File: src/rtl/pe_pkg.sv
// Shared types and constants for the multi-filter processing element.
package pe_pkg;

   // Controller states of the processing element
   typedef enum logic [2:0] {
      IDLE      = 3'd0,
      LOAD_FILT = 3'd1,
      FILL      = 3'd2,
      MAC       = 3'd3,
      FLUSH     = 3'd4,
      ROW_END   = 3'd5
   } state_t;

   // Largest positive value representable in a signed field of width w
   function automatic longint sat_max(input int w);
      return (longint'(1) <<< (w - 1)) - longint'(1);
   endfunction

   // Most negative value representable in a signed field of width w
   function automatic longint sat_min(input int w);
      return -(longint'(1) <<< (w - 1));
   endfunction

endpackage

File: src/rtl/psum_fifo.sv
// First-word fall-through FIFO holding finished partial sums.
// A push is accepted while full as long as a pop happens in the same cycle.
module psum_fifo #(
   parameter int WIDTH = 24,
   parameter int DEPTH = 8
) (
   input  logic                           clk,
   input  logic                           rstn,
   input  logic                           clear,
   input  logic                           wr_en,
   input  logic [WIDTH-1:0]               wr_data,
   input  logic                           rd_en,
   output logic [WIDTH-1:0]               rd_data,
   output logic                           empty,
   output logic [$clog2(DEPTH+1)-1:0]     count
);

   localparam int PW = (DEPTH > 1) ? $clog2(DEPTH) : 1;
   localparam int CW = $clog2(DEPTH + 1);

   logic [WIDTH-1:0] mem [DEPTH];
   logic [PW-1:0]    wr_ptr;
   logic [PW-1:0]    rd_ptr;
   logic             full;
   logic             do_wr;
   logic             do_rd;

   assign empty   = (count == '0);
   assign full    = (count == CW'(DEPTH));
   assign do_rd   = rd_en && !empty;
   assign do_wr   = wr_en && (!full || do_rd);
   assign rd_data = empty ? '0 : mem[rd_ptr];

   function automatic logic [PW-1:0] next_ptr(input logic [PW-1:0] p);
      return (int'(p) == DEPTH - 1) ? '0 : p + PW'(1);
   endfunction

   // Storage array, written on every accepted push
   always_ff @(posedge clk) begin
      if (do_wr) mem[wr_ptr] <= wr_data;
   end

   // Pointer and fill-level bookkeeping
   always_ff @(posedge clk or negedge rstn) begin
      if (!rstn) begin
         wr_ptr <= '0;
         rd_ptr <= '0;
         count  <= '0;
      end else if (clear) begin
         wr_ptr <= '0;
         rd_ptr <= '0;
         count  <= '0;
      end else begin
         if (do_wr) wr_ptr <= next_ptr(wr_ptr);
         if (do_rd) rd_ptr <= next_ptr(rd_ptr);
         count <= count + CW'(do_wr) - CW'(do_rd);
      end
   end

endmodule

File: src/rtl/pe_multi_filter.sv
// Row-stationary style PE: buffers an ifmap row in a circular window,
// applies NUM_FILT filters to every window position and streams out
// saturated partial sums through a small FWFT FIFO.
module pe_multi_filter
   import pe_pkg::*;
#(
   parameter int DATA_W     = 16,
   parameter int FILT_W     = 8,
   parameter int ACC_W      = 24,
   parameter int NUM_FILT   = 2,
   parameter int MAX_TAPS   = 12,
   parameter int WIN_DEPTH  = 16,
   parameter int PSUM_DEPTH = 8,
   parameter int STRIDE_W   = 3
) (
   input  logic                            clk,
   input  logic                            rstn,
   input  logic                            cfg_ld,
   input  logic [STRIDE_W-1:0]             stride,
   input  logic [$clog2(MAX_TAPS+1)-1:0]   filter_size,
   input  logic                            clear,
   input  logic [FILT_W-1:0]               filt_in,
   input  logic                            filt_valid,
   output logic                            filt_ready,
   input  logic [DATA_W-1:0]               if_in,
   input  logic                            if_last,
   input  logic                            if_valid,
   output logic                            if_ready,
   output logic [ACC_W-1:0]                psum_out,
   output logic                            psum_valid,
   input  logic                            psum_ready,
   output logic                            busy,
   output logic                            row_done,
   output logic                            cfg_err
);

   localparam int FS_W    = $clog2(MAX_TAPS + 1);
   localparam int PTR_W   = (WIN_DEPTH > 1) ? $clog2(WIN_DEPTH) : 1;
   localparam int OCC_W   = $clog2(WIN_DEPTH + 1);
   localparam int FIDX_W  = (NUM_FILT > 1) ? $clog2(NUM_FILT) : 1;
   localparam int TAP_W   = (NUM_FILT * MAX_TAPS > 1) ? $clog2(NUM_FILT * MAX_TAPS) : 1;
   localparam int PROD_W  = DATA_W + FILT_W;
   localparam int CNT_W   = $clog2(PSUM_DEPTH + 1);
   localparam int IF_W    = CNT_W + 1;
   localparam longint ACC_MAX = sat_max(ACC_W);
   localparam longint ACC_MIN = sat_min(ACC_W);

   state_t                     state;
   logic [STRIDE_W-1:0]        stride_q;
   logic [FS_W-1:0]            fsize_q;
   logic signed [FILT_W-1:0]   filt_mem [NUM_FILT*MAX_TAPS];
   logic signed [DATA_W-1:0]   win_mem  [WIN_DEPTH];
   logic [FIDX_W-1:0]          ld_f;
   logic [FS_W-1:0]            ld_k;
   logic [PTR_W-1:0]           wr_ptr;
   logic [PTR_W-1:0]           base;
   logic [OCC_W-1:0]           occ;
   logic [OCC_W-1:0]           occ_dec;
   logic                       last_seen;
   logic [FIDX_W-1:0]          iss_f;
   logic [FS_W-1:0]            iss_k;

   logic                       s1_valid, s1_first, s1_last;
   logic signed [DATA_W-1:0]   s1_data;
   logic signed [FILT_W-1:0]   s1_tap;
   logic                       p_valid, p_first, p_last;
   logic signed [PROD_W-1:0]   prod;
   logic signed [ACC_W-1:0]    acc;
   logic signed [ACC_W-1:0]    acc_sat;
   longint                     acc_sum;
   logic [IF_W-1:0]            inflight;

   logic                       filt_fire, if_fire;
   logic                       cfg_bad;
   logic                       issue_ok, issue_fire, last_tap;
   logic                       psum_start, psum_push;
   logic [PTR_W-1:0]           rd_addr;
   logic [TAP_W-1:0]           tap_addr, ld_addr;
   logic                       fifo_empty;
   logic [CNT_W-1:0]           fifo_count;

   function automatic logic [PTR_W-1:0] wrap_ptr(input int p);
      return PTR_W'(p % WIN_DEPTH);
   endfunction

   assign filt_ready = (state == LOAD_FILT);
   assign if_ready   = (state == FILL) && (occ < OCC_W'(WIN_DEPTH)) && !last_seen;
   assign filt_fire  = filt_valid && filt_ready;
   assign if_fire    = if_valid && if_ready;
   assign cfg_bad    = (filter_size == '0) || (int'(filter_size) > MAX_TAPS);

   // A new psum only starts when the FIFO has a slot reserved for it, so
   // psums already in the pipeline can always land without loss.
   assign issue_ok   = (iss_k != '0) || ((int'(fifo_count) + int'(inflight)) < PSUM_DEPTH);
   assign issue_fire = (state == MAC) && issue_ok;
   assign last_tap   = (iss_f == FIDX_W'(NUM_FILT - 1)) && (iss_k == fsize_q - FS_W'(1));
   assign psum_start = issue_fire && (iss_k == '0);
   assign psum_push  = p_valid && p_last;
   assign rd_addr    = wrap_ptr(int'(base) + int'(iss_k));
   assign tap_addr   = TAP_W'(int'(iss_f) * MAX_TAPS + int'(iss_k));
   assign ld_addr    = TAP_W'(int'(ld_f) * MAX_TAPS + int'(ld_k));
   assign occ_dec    = (OCC_W'(stride_q) < occ) ? OCC_W'(stride_q) : occ;
   assign busy       = (state != IDLE) || !fifo_empty;
   assign psum_valid = !fifo_empty;

   // Saturating accumulate; the first tap of each psum restarts from zero
   always_comb begin
      acc_sum = (p_first ? longint'(0) : longint'(acc)) + longint'(prod);
      acc_sat = ACC_W'(acc_sum);
      if (acc_sum > ACC_MAX) acc_sat = ACC_W'(ACC_MAX);
      if (acc_sum < ACC_MIN) acc_sat = ACC_W'(ACC_MIN);
   end

   // Filter and window storage; contents are only meaningful once loaded
   always_ff @(posedge clk) begin
      if (filt_fire) filt_mem[ld_addr] <= $signed(filt_in);
      if (if_fire)   win_mem[wr_ptr]   <= $signed(if_in);
   end

   // Controller: configuration, filter load, window bookkeeping and tap issue
   always_ff @(posedge clk or negedge rstn) begin
      if (!rstn) begin
         state     <= IDLE;
         stride_q  <= STRIDE_W'(1);
         fsize_q   <= FS_W'(1);
         ld_f      <= '0;
         ld_k      <= '0;
         wr_ptr    <= '0;
         base      <= '0;
         occ       <= '0;
         last_seen <= 1'b0;
         iss_f     <= '0;
         iss_k     <= '0;
         row_done  <= 1'b0;
         cfg_err   <= 1'b0;
      end else if (clear) begin
         state     <= IDLE;
         ld_f      <= '0;
         ld_k      <= '0;
         wr_ptr    <= '0;
         base      <= '0;
         occ       <= '0;
         last_seen <= 1'b0;
         iss_f     <= '0;
         iss_k     <= '0;
         row_done  <= 1'b0;
      end else begin
         row_done <= 1'b0;
         occ <= OCC_W'(int'(occ) + (if_fire ? 1 : 0) - ((issue_fire && last_tap) ? int'(occ_dec) : 0));
         if (if_fire) begin
            wr_ptr <= wrap_ptr(int'(wr_ptr) + 1);
            if (if_last) last_seen <= 1'b1;
         end
         case (state)
            IDLE: begin
               if (cfg_ld) begin
                  cfg_err <= cfg_bad;
                  if (!cfg_bad) begin
                     stride_q <= (stride == '0) ? STRIDE_W'(1) : stride;
                     fsize_q  <= filter_size;
                     ld_f     <= '0;
                     ld_k     <= '0;
                     state    <= LOAD_FILT;
                  end
               end
            end
            LOAD_FILT: begin
               if (filt_fire) begin
                  if (ld_k == fsize_q - FS_W'(1)) begin
                     ld_k <= '0;
                     if (ld_f == FIDX_W'(NUM_FILT - 1)) begin
                        ld_f  <= '0;
                        state <= FILL;
                     end else begin
                        ld_f <= ld_f + FIDX_W'(1);
                     end
                  end else begin
                     ld_k <= ld_k + FS_W'(1);
                  end
               end
            end
            FILL: begin
               if (occ >= OCC_W'(fsize_q)) begin
                  iss_f <= '0;
                  iss_k <= '0;
                  state <= MAC;
               end else if (last_seen && (inflight == '0)) begin
                  state <= FLUSH;
               end
            end
            MAC: begin
               if (issue_fire) begin
                  if (last_tap) begin
                     base  <= wrap_ptr(int'(base) + int'(stride_q));
                     state <= FILL;
                  end else if (iss_k == fsize_q - FS_W'(1)) begin
                     iss_k <= '0;
                     iss_f <= iss_f + FIDX_W'(1);
                  end else begin
                     iss_k <= iss_k + FS_W'(1);
                  end
               end
            end
            FLUSH: begin
               occ       <= '0;
               base      <= wr_ptr;
               last_seen <= 1'b0;
               row_done  <= 1'b1;
               state     <= ROW_END;
            end
            ROW_END: begin
               state <= FILL;
            end
            default: state <= IDLE;
         endcase
      end
   end

   // Two-stage MAC pipeline: registered operands, then registered product
   always_ff @(posedge clk or negedge rstn) begin
      if (!rstn) begin
         s1_valid <= 1'b0;
         s1_first <= 1'b0;
         s1_last  <= 1'b0;
         s1_data  <= '0;
         s1_tap   <= '0;
         p_valid  <= 1'b0;
         p_first  <= 1'b0;
         p_last   <= 1'b0;
         prod     <= '0;
         acc      <= '0;
         inflight <= '0;
      end else if (clear) begin
         s1_valid <= 1'b0;
         s1_first <= 1'b0;
         s1_last  <= 1'b0;
         s1_data  <= '0;
         s1_tap   <= '0;
         p_valid  <= 1'b0;
         p_first  <= 1'b0;
         p_last   <= 1'b0;
         prod     <= '0;
         acc      <= '0;
         inflight <= '0;
      end else begin
         s1_valid <= issue_fire;
         if (issue_fire) begin
            s1_data  <= win_mem[rd_addr];
            s1_tap   <= filt_mem[tap_addr];
            s1_first <= (iss_k == '0);
            s1_last  <= (iss_k == fsize_q - FS_W'(1));
         end
         p_valid <= s1_valid;
         if (s1_valid) begin
            prod    <= PROD_W'(s1_data) * PROD_W'(s1_tap);
            p_first <= s1_first;
            p_last  <= s1_last;
         end
         if (p_valid) acc <= acc_sat;
         inflight <= inflight + IF_W'(psum_start) - IF_W'(psum_push);
      end
   end

   psum_fifo #(
      .WIDTH (ACC_W),
      .DEPTH (PSUM_DEPTH)
   ) u_psum_fifo (
      .clk     (clk),
      .rstn    (rstn),
      .clear   (clear),
      .wr_en   (psum_push),
      .wr_data (acc_sat),
      .rd_en   (psum_ready),
      .rd_data (psum_out),
      .empty   (fifo_empty),
      .count   (fifo_count)
   );

endmodule

File: config.mk
export PLATFORM = sky130hd
export DESIGN_NAME = pe_multi_filter
export DESIGN_NICKNAME = d
export VERILOG_FILES = /design/src/rtl/pe_pkg.sv /design/src/rtl/psum_fifo.sv /design/src/rtl/pe_multi_filter.sv
export SDC_FILE = /design/constraint.sdc
export NUM_CORES = 1
export LEC_CHECK = 0
export ABC_AREA = 1
export CAP_MARGIN = 30
export CORE_MARGIN = 2
export CORE_UTILIZATION = 35
export DETAILED_ROUTE_END_ITERATION = 16
export SYNTH_ARGS = -nofsm -noshare
export SYNTH_HDL_FRONTEND = slang
export SYNTH_SLANG_ARGS = --single-unit
File: constraint.sdc
create_clock -name clk -period 4.6 [get_ports clk]
set_input_delay 1.15 -clock clk [delete_from_list [all_inputs] [get_ports clk]]
set_output_delay 1.15 -clock clk [all_outputs]
set_load 0.02 [all_outputs]
==> reports/metrics.cfg <==
[outcome]
status=finished clean

[logic_synthesis]
ys_types=49
netlist.area_leader.share_pct=49.6
synth_area_um2=38800
syn_area_per_cell_um2=10.3
ys_seq_elements=769
async_flop_share_pct=16.8
synth.area.top_cells=edfxtp_1, dfrtp_1, nand2_1
yosys.area.top_type=edfxtp_1
yosys_warnings=0
seq_area_frac_synth_pct=57.9
synthFlopType=edfxtp_1
syn-num-nets=4047
synth_edf_count=640
synth_cells=3763

[layout]
multi_input_area_um2=15100
area_growth_pct=21.1
final_nets=4311
fin_area_um2=46900
drive_gt1_share_pct=15.9
regArea_um2=22500
final_cell_mix=nand2_1, edfxtp_1, inv_1
layout_commonest_cell=nand2_1
n_fill_cell=10400

[global_routing]
grt_pass1_wl_um=152000
grt_max_degree=129
antenna_found_initial=2
track_usage_pct=17.2
overflow=0
grt_pass1_vias=27000

[detailed_routing]
wl_per_cell_um=17.6
dr.first_iter.drc_count=2224
ant_nets=0
drt_wl_total_um=98200
vias_per_cell=4.94
first_pass_iters=5
vias=27600
drc_errors=0

[setup_path]
critical_path_class=reg -> reg
cp-start-kind=flip-flop
crit_fanout=5
required_ps=5140
endpoint_kind=flip-flop
cp.arrival_ps=5030

[job]
maxCapViolCount=0

[sta]
timing.final.crit_period_ps=4490
slew_headroom_pct=33.3
worst_slew_pin_slew_ps=998
skew_ps=37.2
post-route-period-util_pct=97.6
drv_slew=0
max_freq_mhz=223
setup_viol=0
rsz0062_at_grt=true
final_hold_viol_count=0

[floorplan]
die_x_um=337
die_area_um2=113000
die_h_um=337
initial_utilization_pct=35.2
ios=69
rows=122
fp.coreArea_um2=110000

[clocking]
cts-buffers-inserted=82
cts.path.max_buffers=3
clk-insertion-delay-late_ps=680
clock_sinks=769
holdBufCountCts=0
cts_tree=yes
clk_pin_slew_ps=60
htree_num_levels=3
root_buffer=clkbuf_16

[placement]
routabilityCongestion=0.892
hpwl_um=63600
port_buffers=68
placed_area_um2=42700

[power_and_ir_drop]
power_frac_seq_pct=39.4
clkPwrFrac_pct=31.7
pwr_density_cell_nw_per_um2=436
switching_power_mw=6.82
irDropWorstVdd_mv=0.302
combPwrFrac_pct=28.9
power.internal_mw=13.6
p_leak_nw=18.9
p_sw_share_pct=33.3
total_power_mw=20.5

[worst_hold_path]
hold_class=reg -> reg

## critical path, stage by stage, from the launching register on
cell and delay, ps:
dfrtp_2 430, buf_12 130, buf_8 120, nand2_2 50
inv_2 30, fa_1 550, fa_1 450, fa_1 530
fa_1 450, ha_4 330, nand2_2 80, o21ai_2 140
nand4_1 100, o211ai_1 140, buf_4 160, nand2_2 40
nand3_2 80, nand2_2 70, buf_4 130, buf_4 120
buf_4 120, nand2_1 40, o21ai_0 60
## cells by family (layout without fill, tap and decap cells)
logic type,after synthesis,count (layout),share of synthesized area (%)
buffers and inverters,614,945,6.02
xor gates and xnor gates,33,33,0.746
and+or+nand+nor,1397,1398,14.3
muxes,3,3,0.0871
AOI/OAI and AO/OA,701,701,10.6
other,1,2,0.00967
adders and majority gates,245,245,10.3
DFF,769,769,57.9
## stage by stage
stage / cells / setup TNS, ps / utilization [%] / worst slack [ps] / hold WS [ps]
2_1_floorplan: 3763 / 0 / - / 4.69 / 449
3_3_place_gp: 5382 / -3920 / 38.8 / -175 / 463
3_5_place_dp: 5383 / -10920 / 38.8 / -210 / 465
4_1_cts: 5539 / -12480 / 41.3 / -145 / 482
5_1_grt: 5584 / -9040 / 42.6 / -131 / 503
6_report: 5584 / 0 / 42.6 / 108 / 475
## area by class of cell
| type | count | area share, % |
|---|---|---|
| timing repair buffer | 366 | 7.04 |
| multi-input combinational | 2381 | 32.1 |
| inverter | 427 | 3.42 |
| antenna | 1 | 0.00533 |
| tap | 1488 | 3.97 |
| clock inverter | 52 | 0.986 |
| clock buffer | 100 | 4.63 |
| sequential | 769 | 47.9 |
## synth_stat cells, types with 2 or more instances
master       n
a211oi_1     3
a21o_1       4
a21oi_1    166
a22o_1       6
a31oi_1     36
a32o_1      36
a32oi_1     32
buf_1        4
buf_2        4
buf_6        2
clkbuf_1   169
clkbuf_2     8
dfrtp_1    127
dfstp_2      2
edfxtp_1   640
fa_1       124
ha_1       121
inv_1      420
inv_2        6
mux2_2       3
nand2_1    770
nand3_1    122
nand3b_1     8
nand4_1     15
nor2_1     445
nor2_2       3
nor3_1      19
nor4_1       7
o2111ai_1    3
o211ai_1     4
o21ai_0    334
o21bai_1     2
o221ai_1    33
o22ai_1     33
o31ai_1      4
or2_2        4
xnor2_1     15
xor2_1      18
## power groups by stage
stage	Clock (mW)	Combinational [mW]	Sequential, mW
CTS	6.62	5.76	8.07
detailed placement	0	5.72	8.21
global route	6.89	6.56	8.10
global placement	0	5.65	8.21
finish	6.49	5.91	8.07
floorplan	0	3.70	8.13
## worst paths after layout
kind                           start        end  slack [ps]  cells past startpoint
max                        s1_tap[2]   prod[21]         110                     22
min                          acc[22]    acc[22]         480                      2
max reg2reg                s1_tap[2]   prod[21]         110                     22
min reg2reg                  acc[22]    acc[22]         480                      2
max in group asynchronous       rstn  s1_tap[4]        3240                      2
min in group asynchronous       rstn    acc[22]         490                      1
## state kept, by name, summed over array words and instances (netlist names), 5 cells and up
| signal | cells |
|---|---|
| acc | 24 |
| filt_mem | 192 |
| inflight | 5 |
| occ | 5 |
| prod | 24 |
| s1_data | 16 |
| s1_tap | 8 |
| u_psum_fifo.mem | 192 |
| win_mem | 256 |
## layer usage
| metal | vias to the layer above | track usage (%) | part of all wire (%) | routed length [um] |
|---|---|---|---|---|
| met2 | 690 | 28.3 | 47 | 46200 |
| met3 | 169 | 2.84 | 5.3 | 5250 |
| met4 | 0 | 5.53 | 3.3 | 3230 |
| met1 | 13400 | 23.1 | 44 | 43600 |
| li1 | 13300 | - | - | - |
| met5 | - | 0 | 0 | 0 |
## repair_timing
action                                  CTS  global route
gates cloned                              0             4
pin swaps                                 9           116
endpoints found under the setup margin  160           217
setup buffers                             4            48
resized for setup                        28           239
Power figures use the tool's default switching activity.
